## src/rtl/mbs_pkg.sv

```systemverilog
// mbs_pkg: shared state encoding and width constants for the mbs multiplier (rev 1.0)
`default_nettype none

package mbs_pkg;

  localparam int N_DEF = 8;
  localparam int CNT_W = $clog2(N_DEF) + 1;

  typedef enum logic [1:0] {
    IDLE = 2'd0,
    CALC = 2'd1,
    DONE = 2'd2
  } state_e;

endpackage

`default_nettype wire

```

## src/rtl/mbs_datapath.sv

```systemverilog
// mbs_datapath: shift registers, accumulator and iteration counter for shift-and-add (rev 1.0)
`default_nettype none

module mbs_datapath
  import mbs_pkg::*;
#(
  parameter int N  = N_DEF,
  parameter int CW = CNT_W
) (
  input  logic           clock,
  input  logic           reset_n,
  input  logic           load,
  input  logic           step,
  input  logic [N-1:0]   mcand,
  input  logic [N-1:0]   mplier,
  output logic [2*N-1:0] sum,
  output logic           last
);

  logic [2*N-1:0] a_q;
  logic [2*N-1:0] acc_q;
  logic [N-1:0]   b_q;
  logic [CW-1:0]  cnt_q;
  logic [2*N-1:0] mcand_ext;
  logic [2*N-1:0] addend;

  assign mcand_ext = {{N{1'b0}}, mcand};
  assign addend    = b_q[0] ? a_q : '0;
  // Accumulator value after the iteration currently being processed.
  assign sum       = acc_q + addend;
  assign last      = (cnt_q == CW'(N - 1));

  always_ff @(posedge clock or negedge reset_n) begin
    if (!reset_n) begin
      a_q   <= '0;
      b_q   <= '0;
      acc_q <= '0;
      cnt_q <= '0;
    end else if (load) begin
      // Iteration 0 is folded into the capture edge.
      a_q   <= mcand_ext << 1;
      b_q   <= mplier >> 1;
      acc_q <= mplier[0] ? mcand_ext : '0;
      cnt_q <= CW'(1);
    end else if (step) begin
      a_q   <= a_q << 1;
      b_q   <= b_q >> 1;
      acc_q <= sum;
      cnt_q <= cnt_q + CW'(1);
    end
  end

endmodule

`default_nettype wire

```

## src/rtl/mbs.sv

```systemverilog
// mbs: unsigned N x N sequential shift-and-add multiplier, one multiplier bit per clock (rev 1.0)
`default_nettype none

module mbs
  import mbs_pkg::*;
#(
  parameter int N = N_DEF
) (
  input  logic           clock,
  input  logic           reset_n,
  input  logic           start,
  input  logic [N-1:0]   multiplicando,
  input  logic [N-1:0]   multiplicador,
  output logic [2*N-1:0] produto,
  output logic           finish
);

  localparam int CW = $clog2(N) + 1;

  state_e         state_q, state_d;
  logic [2*N-1:0] produto_q, produto_d;
  logic           load, step;
  logic [2*N-1:0] sum;
  logic           last;

  mbs_datapath #(
    .N  (N),
    .CW (CW)
  ) u_datapath (
    .clock   (clock),
    .reset_n (reset_n),
    .load    (load),
    .step    (step),
    .mcand   (multiplicando),
    .mplier  (multiplicador),
    .sum     (sum),
    .last    (last)
  );

  always_ff @(posedge clock or negedge reset_n) begin
    if (!reset_n) begin
      state_q   <= IDLE;
      produto_q <= '0;
    end else begin
      state_q   <= state_d;
      produto_q <= produto_d;
    end
  end

  always_comb begin
    state_d   = state_q;
    produto_d = produto_q;
    load      = 1'b0;
    step      = 1'b0;
    case (state_q)
      IDLE: begin
        if (start) begin
          load    = 1'b1;
          state_d = CALC;
        end
      end
      CALC: begin
        step = 1'b1;
        if (last) begin
          produto_d = sum;
          state_d   = DONE;
        end
      end
      DONE: begin
        // Held start must not retrigger; wait for it to drop.
        if (!start) state_d = IDLE;
      end
      default: state_d = IDLE;
    endcase
  end

  assign produto = produto_q;
  assign finish  = (state_q == DONE);

endmodule

`default_nettype wire

```

## config.mk

```make
export PLATFORM = sky130hd
export DESIGN_NAME = mbs
export DESIGN_NICKNAME = d
export VERILOG_FILES = /design/src/rtl/mbs_pkg.sv /design/src/rtl/mbs_datapath.sv /design/src/rtl/mbs.sv
export SDC_FILE = /design/constraint.sdc
export NUM_CORES = 1
export LEC_CHECK = 0
export BUFFER_PORTS_ARGS = -buffer_cell sky130_fd_sc_hd__buf_2
export CAP_MARGIN = 20
export CORE_MARGIN = 2
export CORE_UTILIZATION = 40
export CTS_CLUSTER_DIAMETER = 100
export CTS_CLUSTER_SIZE = 8
export DETAILED_ROUTE_END_ITERATION = 6
export PLACE_DENSITY = 0.58
export SLEW_MARGIN = 20
export SYNTH_ARGS = -nofsm -noshare
export SYNTH_HDL_FRONTEND = slang
export SYNTH_SLANG_ARGS = --single-unit
```

## constraint.sdc

```tcl
create_clock -name clock -period 3.7 [get_ports clock]
set_input_delay 0.74 -clock clock [delete_from_list [all_inputs] [get_ports clock]]
set_output_delay 0.74 -clock clock [all_outputs]
set_load 0.05 [all_outputs]
```

Word-level counts from Yosys, hierarchy flattened
Index checks and enable logic that the tools add are counted.
{"block": "totals", "reg_bits": 62, "elab_cells": 35}
{"block": "classes", "addsub": 2, "n_reduce_logical": 4, "n_eq_ne": 6, "muxes": 17}
{"op": "16-bit 2-to-1 mux", "n": 5}
{"op": "8-bit 2-to-1 mux", "n": 3}
{"op": "16-bit adder", "n": 1}
{"op": "4-bit 2-to-1 mux", "n": 2}
{"op": "2-bit 2-to-1 mux", "n": 3}
{"op": "2-bit != test, second input constant", "n": 3}
{"op": "2-bit case mux with 3 select lines", "n": 1}
{"op": "4-bit by 1-bit adder with 4-bit output, second input constant", "n": 1}
{"op": "4-bit by 3-bit == test with 1-bit output, second input constant", "n": 1}
{"op": "1-bit 2-to-1 mux", "n": 3}
{"op": "3-bit AND reduction", "n": 1}
{"op": "2-bit by 1-bit == test with 1-bit output, second input constant", "n": 1}
{"op": "2-bit == test, second input constant", "n": 1}
{"op": "2-bit zero test", "n": 1}
{"op": "2-bit AND reduction", "n": 1}
{"op": "2-bit nonzero test", "n": 1}

Longest topological paths before layout
Gate-level depths: netlist of run 1.
{"block": "logic_depth", "ltp_word": 4, "mapped_depth": 9, "ltp_nobuf": 9}

By module
From an unflattened synthesis of run 1, not the netlist that was laid out.
{"block": "hier_totals", "cells_unflattened": 331, "hier_area_um2": 3444.6}
{"module": "mbs_datapath", "n_inst": 1, "area_per_inst_um2": 2707.6, "cells_per_inst": 287}
{"module": "mbs", "n_inst": 1, "area_per_inst_um2": 737.0, "cells_per_inst": 44}

Least setup slack after synthesis of run 1
No wires, ideal clock.
{"block": "synth_timing", "path_type": "register to register", "from": "register u_datapath.b_q[0]", "to": "register produto_q[15] (netlist: produto[15])", "path_stages_with_launch": 10, "synth_period_minus_slack_ns": 2.381, "path_slack_ns": 1.319, "required_time_ns": 3.575, "arrival_time_ns": 2.256, "cell_sequence": "dfrtp_1 > and2_1 > ha_1 > fa_1 > a211oi_1 > o21bai_1 > a21oi_2 > o311ai_2 > xnor2_1 > mux2_4"}
{"block": "synth_via", "elab_chain_cells": 2}
{"item": "start: declaration", "line": "mbs_datapath.sv:22", "text": "logic [N-1:0] b_q;"}
{"item": "start signal: assignment", "line": "mbs_datapath.sv:42", "text": "b_q <= mplier >> 1;"}
{"item": "start signal: assignment", "line": "mbs_datapath.sv:47", "text": "b_q <= b_q >> 1;"}
{"item": "16-bit 2-to-1 mux", "line": "mbs_datapath.sv:28", "text": "assign addend = b_q[0] ? a_q : '0;"}
{"item": "16-bit adder", "line": "mbs_datapath.sv:30", "text": "assign sum = acc_q + addend;"}
{"item": "end signal: assignment", "line": "mbs.sv:46", "text": "produto_q <= produto_d;"}
{"item": "end: declaration", "line": "mbs.sv:21", "text": "logic [2*N-1:0] produto_q, produto_d;"}
Every way passes these cells.
A chain may end at the register's enable or synchronous reset.

Worst setup path in the final report of run 1
Same ends and word-level chain as after synthesis.

==> results of run 1 <==
==> layout make-up <==
| class | count | area share |
|---|---|---|
| Multi-Input combinational cell | 267 | 0.435 |
| Clock buffer | 13 | 0.0441 |
| Sequential cell | 60 | 0.417 |
| Tap cell | 102 | 0.0354 |
| Timing Repair Buffer | 42 | 0.0632 |
| Inverter | 2 | 0.00208 |
| Clock inverter | 2 | 0.00278 |
==> per-layer routing <==
metal | part of all wire | up-vias
met1 | 0.46 | 1189
met2 | 0.48 | 47
met4 | 0.018 | 0
met3 | 0.039 | 13
li1 | - | 1256
met5 | 0 | -
==> cells by family after synthesis <==
logic type,Yosys count
adder cells (fa/ha/maj),16
XOR/XNOR,15
AND/OR/NAND/NOR,144
AO/OA/AOI/OAI,87
multiplexers,5
buffers and inverters,19
flip-flops,60
==> registers in the layout, indices dropped and copies added (netlist names) <==
name / cells
produto: 16
u_datapath.acc_q: 16
u_datapath.a_q: 15
u_datapath.b_q: 7
u_datapath.cnt_q: 4
state_q: 2
==> power by group <==
part	switching (mW)	internal, mW
combinational	1.10	0.591
sequential	0.189	0.954
clock	0.244	0.274
total	1.53	1.82
==> critical path: stages, from the launching register on <==
cell                       delay [ns]
sky130_fd_sc_hd__dfrtp_1         0.51
sky130_fd_sc_hd__and2_1          0.21
sky130_fd_sc_hd__ha_1            0.20
sky130_fd_sc_hd__fa_1            0.44
sky130_fd_sc_hd__a211oi_1        0.26
sky130_fd_sc_hd__o21bai_1        0.11
sky130_fd_sc_hd__a21oi_2         0.30
sky130_fd_sc_hd__o311ai_2        0.15
sky130_fd_sc_hd__xnor2_1         0.17
sky130_fd_sc_hd__mux2_4          0.26
==> worst paths after layout <==
check,start,endpoint,slack [ns],cells past startpoint
worst max-delay path,u_datapath.b_q[0],produto[15],0.98,9
worst min-delay path,produto[2],produto[2],0.47,2
worst max register to register,u_datapath.b_q[0],produto[15],0.98,9
worst min register to register,produto[2],produto[2],0.47,2
max in group asynchronous,reset_n,produto[4],2.26,3
min in group asynchronous,reset_n,u_datapath.a_q[13],0.51,1
==> layout by cell type (no fill, tap or decap), drive strengths merged, types with 7 or more instances in the layout <==
| cell | netlist | layout |
|---|---|---|
| xor2 | 7 | 7 |
| and2 | 16 | 16 |
| a22oi | 13 | 13 |
| nand3 | 14 | 14 |
| a21oi | 26 | 26 |
| clkbuf | 14 | 13 |
| nand2 | 94 | 94 |
| xnor2 | 8 | 8 |
| dfrtp | 60 | 60 |
| o21ai | 30 | 30 |
| buf | 3 | 42 |
| nor2 | 10 | 10 |
| ha | 15 | 15 |
==> stage by stage <==
stage               power [mW]  cell area [µm²]
floorplan                 2.45             3140
detailed placement        2.87             3430
global placement          2.85             3430
CTS                       3.40             3600
finish                    3.35             3600
global route              3.69             3600
==> impl_metrics.env, run 1 <==
export IMPL_post_synth_inst_count=346
export IMPL_final_min_period_over_clock_period=0.736
export IMPL_detail_route_antenna_nets=0
export IMPL_holdCritPathClass="reg -> reg"
export IMPL_cts_max_path_buffers=2
export IMPL_globalRouteMet1Util=0.246
export IMPL_design_final_nets=417
export IMPL_yosysSeqAreaShare=0.478
export IMPL_final_instance_count_excl_fill=488
export IMPL_mappedNetlistNets=381
export IMPL_fmaxAchievable_mhz=367
export IMPL_timing_final_max_slew_violations=0
export IMPL_area_sequential_um2=1500
export IMPL_number_of_global_route_vias_before_repair=2528
export IMPL_netlist_area_um2=3140
export IMPL_clock_sinks=60
export IMPL_ys_seq_elements=60
export IMPL_synth_simple_area_share=0.201
export IMPL_most_frequently_used_cell_type_in_the_post_synthesis_netlist="sky130_fd_sc_hd__nand2_1"
export IMPL_port_buffers=35
export IMPL_tritoncts_num_buffers=9
export IMPL_clock_insertion_delay_worst_skew_ns=0.34
export IMPL_synth_avg_cell_area_um2=9.08
export IMPL_fin_skew_ns=0.00515
export IMPL_die_w_um=92.6
export IMPL_rsz_0062_raised_after_global_routing="false"
export IMPL_initial_core_util=0.411
export IMPL_grt_antenna_before_repair=0
export IMPL_post_route_cells_drive_above_1_share=0.168
export IMPL_drt_pass1_iterations=4
export IMPL_core_area_um2=7650
export IMPL_first_pass_grt_wire_length_um=12500
export IMPL_slew_headroom=0.417
export IMPL_cp_end_kind="flop"
export IMPL_timing_final_setup_violations=0
export IMPL_wl_per_cell_um=14.4
export IMPL_place_worst_setup_slack_ns=0.991
export IMPL_main_combinational_cell_family_by_area_after_synthesis="simple AND/OR/NAND/NOR gates"
export IMPL_detailed_route_drc_error_count=0
export IMPL_cellPowerDensity_nw_per_um2=931
export IMPL_synthTopCellsByArea="sky130_fd_sc_hd__dfrtp_1, sky130_fd_sc_hd__nand2_1, sky130_fd_sc_hd__ha_1"
export IMPL_peakVddDrop_uv=451
export IMPL_synth_compound_area_share=0.171
export IMPL_netlist_cell_type_count=41
export IMPL_synthTopCellsByCount="sky130_fd_sc_hd__nand2_1, sky130_fd_sc_hd__dfrtp_1, sky130_fd_sc_hd__o21ai_0"
export IMPL_pin_count=36
export IMPL_drt_via_density=5.13
export IMPL_via_count=2505
export IMPL_synth_adder_area_share=0.0661
export IMPL_final_util=0.471
export IMPL_global_route_overflow_total=0
export IMPL_grt_util_met3=0.0504
export IMPL_multiplexer_fraction_of_the_synthesized_cell_area=0.0187
export IMPL_global_route_peak_usage_layer="met2"
export IMPL_tritoncts_clock_tree="yes"
export IMPL_synth_largest_type_area_fraction=0.478
export IMPL_leakage_nw=1.78
export IMPL_placed_instances=473
export IMPL_hold_fix_buffer_count_after_cts=0
export IMPL_period_minus_slack_ns=2.72
export IMPL_multiInputGateArea_um2=1570
export IMPL_finalWeightedCongestion=0.838
export IMPL_timing_hold_ws_ns=0.470
export IMPL_post_synth_top_area_cell="sky130_fd_sc_hd__dfrtp_1"
export IMPL_antenna_cells=0
export IMPL_grt_total_usage=0.188
export IMPL_hpwl_um=5020
export IMPL_post_cts_setup_buffer_count=0
export IMPL_setup_tns_final_ns=0
export IMPL_synth_async_sr_flop_share=1.00
export IMPL_timing_max_cap_violations=0
export IMPL_cts_root_buf="sky130_fd_sc_hd__clkbuf_8"
export IMPL_yosys_area_share_xor_xnor=0.0418
export IMPL_tightest_slew_ns=0.875
export IMPL_worstPathArrival_ns=2.95
export IMPL_routed_wl_um=7010
export IMPL_ys_flop_type="sky130_fd_sc_hd__dfrtp_1"
export IMPL_die_height_um=92.6
export IMPL_final_hold_violation_count=0
export IMPL_met2_usage=0.302
export IMPL_timing_critical_path_required_ns=3.93
export IMPL_areaGrowthSynthToFinish_pct=14.7
export IMPL_crit_type="reg -> reg"
export IMPL_htree_num_levels=3
export IMPL_worstPathMaxFanout=16
export IMPL_postLayoutSetupSlackWorst_ns=0.979
export IMPL_drt_initial_drc_count=128
export IMPL_placement_rows=32
export IMPL_post_cts_resized_instances=0
export IMPL_fp_dieArea_um2=8580
export IMPL_synth_edf_count=0
export IMPL_pin_count_of_the_biggest_net_entering_global_routing=39
export IMPL_layout_filler_cells=742
export IMPL_setup_worst_path_start_class="flop"
export IMPL_yosysWarningCount=0
export IMPL_clk_pin_slew_ns=0.06
export IMPL_run_status="complete, no violations"
(Power assumes the default switching activity.)
==> inputs of run 2 (changes only) <==
==> constraint.sdc (replaced) <==
create_clock -name clock -period 2.76 [get_ports clock]
set_input_delay 0.552 -clock clock [delete_from_list [all_inputs] [get_ports clock]]
set_output_delay 0.552 -clock clock [all_outputs]
set_load 0.05 [all_outputs]
==> run 2 against run 1 <==
  * Clock skew rose by 0.0054 ns
  * Count of clock-buffer cells in the layout did not move
  * Critical endpoint unchanged
  * Global-route usage decreased by 0.77 points
  * Clock power increased by 50%
  * Largest cell class unchanged
==> impl_metrics.env, run 2 (synthesis gave the netlist of run 1 again) <==
export IMPL_run_status="complete, no violations"
export IMPL_worstPathCellList="and2_1, ha_1, fa_1, a211oi_1, o21bai_1, a21oi_2, o311ai_2, xnor2_1, mux2_4"
export IMPL_period_minus_slack_ns=2.56
export IMPL_via_count=2536
export IMPL_pin_count=36
export IMPL_cp_end_kind="flop"
export IMPL_fmaxAchievable_mhz=390
export IMPL_tightest_slew_ns=0.616
export IMPL_final_common_cell="sky130_fd_sc_hd__nand2_1"
export IMPL_grt_antenna_before_repair=0
export IMPL_design_final_nets=417
export IMPL_rsz_0062_raised_after_global_routing="false"
export IMPL_cts_max_path_buffers=2
export IMPL_routed_wl_um=7180
export IMPL_final_util=0.474
export IMPL_startpoint="u_datapath.a_q[1]"
export IMPL_timing_final_max_slew_violations=0
export IMPL_grt_total_usage=0.180
export IMPL_fin_skew_ns=0.0106
export IMPL_htree_num_levels=3
export IMPL_layout_filler_cells=774
export IMPL_placement_rows=32
export IMPL_slew_headroom=0.588
export IMPL_first_pass_grt_wire_length_um=12000
export IMPL_timing_max_cap_violations=0
export IMPL_finalWeightedCongestion=0.806
export IMPL_worstPathArrival_ns=2.80
export IMPL_die_w_um=92.6
export IMPL_tritoncts_num_buffers=9
export IMPL_die_height_um=92.6
export IMPL_worst_path_max_delay_cell="sky130_fd_sc_hd__fa_1"
export IMPL_post_cts_resized_instances=0
export IMPL_number_of_global_route_vias_before_repair=2457
export IMPL_hold_fix_buffer_count_after_cts=0
export IMPL_drt_via_density=5.20
export IMPL_post_cts_setup_buffer_count=0
export IMPL_peakVddDrop_uv=564
export IMPL_initial_core_util=0.411
export IMPL_clk_pin_slew_ns=0.06
export IMPL_setup_tns_final_ns=0
export IMPL_final_min_period_over_clock_period=0.928
export IMPL_port_buffers=35
export IMPL_core_area_um2=7650
export IMPL_fp_dieArea_um2=8580
export IMPL_global_route_overflow_total=0
export IMPL_timing_critical_path_required_ns=2.99
export IMPL_final_hold_violation_count=0
export IMPL_critical_path_max_stage_delay_ns=0.43
export IMPL_drt_initial_drc_count=107
export IMPL_leakage_nw=1.79
export IMPL_layout_common_cells="sky130_fd_sc_hd__nand2_1, sky130_fd_sc_hd__dfrtp_1, sky130_fd_sc_hd__buf_2"
export IMPL_crit_type="reg -> reg"
export IMPL_clock_sinks=60
export IMPL_wl_per_cell_um=14.7
export IMPL_detailed_route_drc_error_count=0
export IMPL_cellPowerDensity_nw_per_um2=1270
export IMPL_tritoncts_clock_tree="yes"
export IMPL_delay_heaviest_family_cp="compound AO/OA/AOI/OAI gates"
export IMPL_antenna_cells=0
export IMPL_detail_route_antenna_nets=0
export IMPL_post_route_cells_drive_above_1_share=0.166
export IMPL_hpwl_um=4790
export IMPL_clock_insertion_delay_worst_skew_ns=0.35
export IMPL_worstReg2RegStart="u_datapath.a_q[1]"
export IMPL_timing_final_setup_violations=0
export IMPL_areaGrowthSynthToFinish_pct=15.5
export IMPL_pin_count_of_the_biggest_net_entering_global_routing=61
export IMPL_worstPathMaxFanout=5
export IMPL_drt_pass1_iterations=4
export IMPL_cts_root_buf="sky130_fd_sc_hd__clkbuf_8"
export IMPL_holdCritPathClass="in -> async"
export IMPL_timing_critical_path_buf_inv=0
export IMPL_total_power_mw=4.61
export IMPL_setup_worst_path_start_class="flop"
[run 2: changes by cell type in the layout (fill, tap and decap cells not counted), sizes merged]
cell,delta
bufinv,+1
clkinv,-1
[run 2: report_power, final]
| part | total (mW) | internal [mW] | switching, mW | leakage, nW |
|---|---|---|---|---|
| combinational | 2.32 | 0.804 | 1.52 | 0.937 |
| sequential | 1.51 | 1.28 | 0.233 | 0.762 |
| clock | 0.773 | 0.436 | 0.336 | 0.0935 |
| total | 4.61 | 2.52 | 2.09 | 1.79 |
[run 2: worst paths after layout]
check,to,slack (ns),cells after the start
setup / recovery,produto[15],0.20,9
hold / removal,u_datapath.a_q[12],0.21,2
setup reg to reg,produto[15],0.20,9
hold reg to reg,u_datapath.acc_q[0],0.47,2
max in group asynchronous,produto[6],2.29,2
min in group clock,u_datapath.b_q[6],0.39,3
[run 2: metal layers]
layer  global-route usage  part of all wire
met1                0.229              0.45
met2                0.299              0.48
met3               0.0407             0.050
met4               0.0672             0.014
met5                    0                 0
[run 2: layout make-up]
type | count | area, µm² | share of cell area
clock buffer | 13 | 149 | 0.0410
clock inverter | 2 | 35.0 | 0.00966
inverter | 2 | 7.51 | 0.00207
multi-input combinational | 267 | 1570 | 0.432
sequential | 60 | 1500 | 0.414
tap | 102 | 128 | 0.0352
timing repair buffer | 42 | 240 | 0.0662
[run 2: metrics by stage]
| step | instances | setup WS (ns) | hold WS (ns) | instance area (µm²) |
|---|---|---|---|---|
| 6_report | 488 | 0.198 | 0.215 | 3630 |
| 5_1_grt | 488 | 0.0275 | 0.249 | 3630 |
| 4_1_cts | 488 | 0.180 | 0.223 | 3630 |
| 3_5_place_dp | 473 | 0.214 | 0.455 | 3440 |
| 3_3_place_gp | 473 | 0.248 | 0.455 | 3440 |
| 2_1_floorplan | 346 | 0.379 | 0.256 | 3140 |
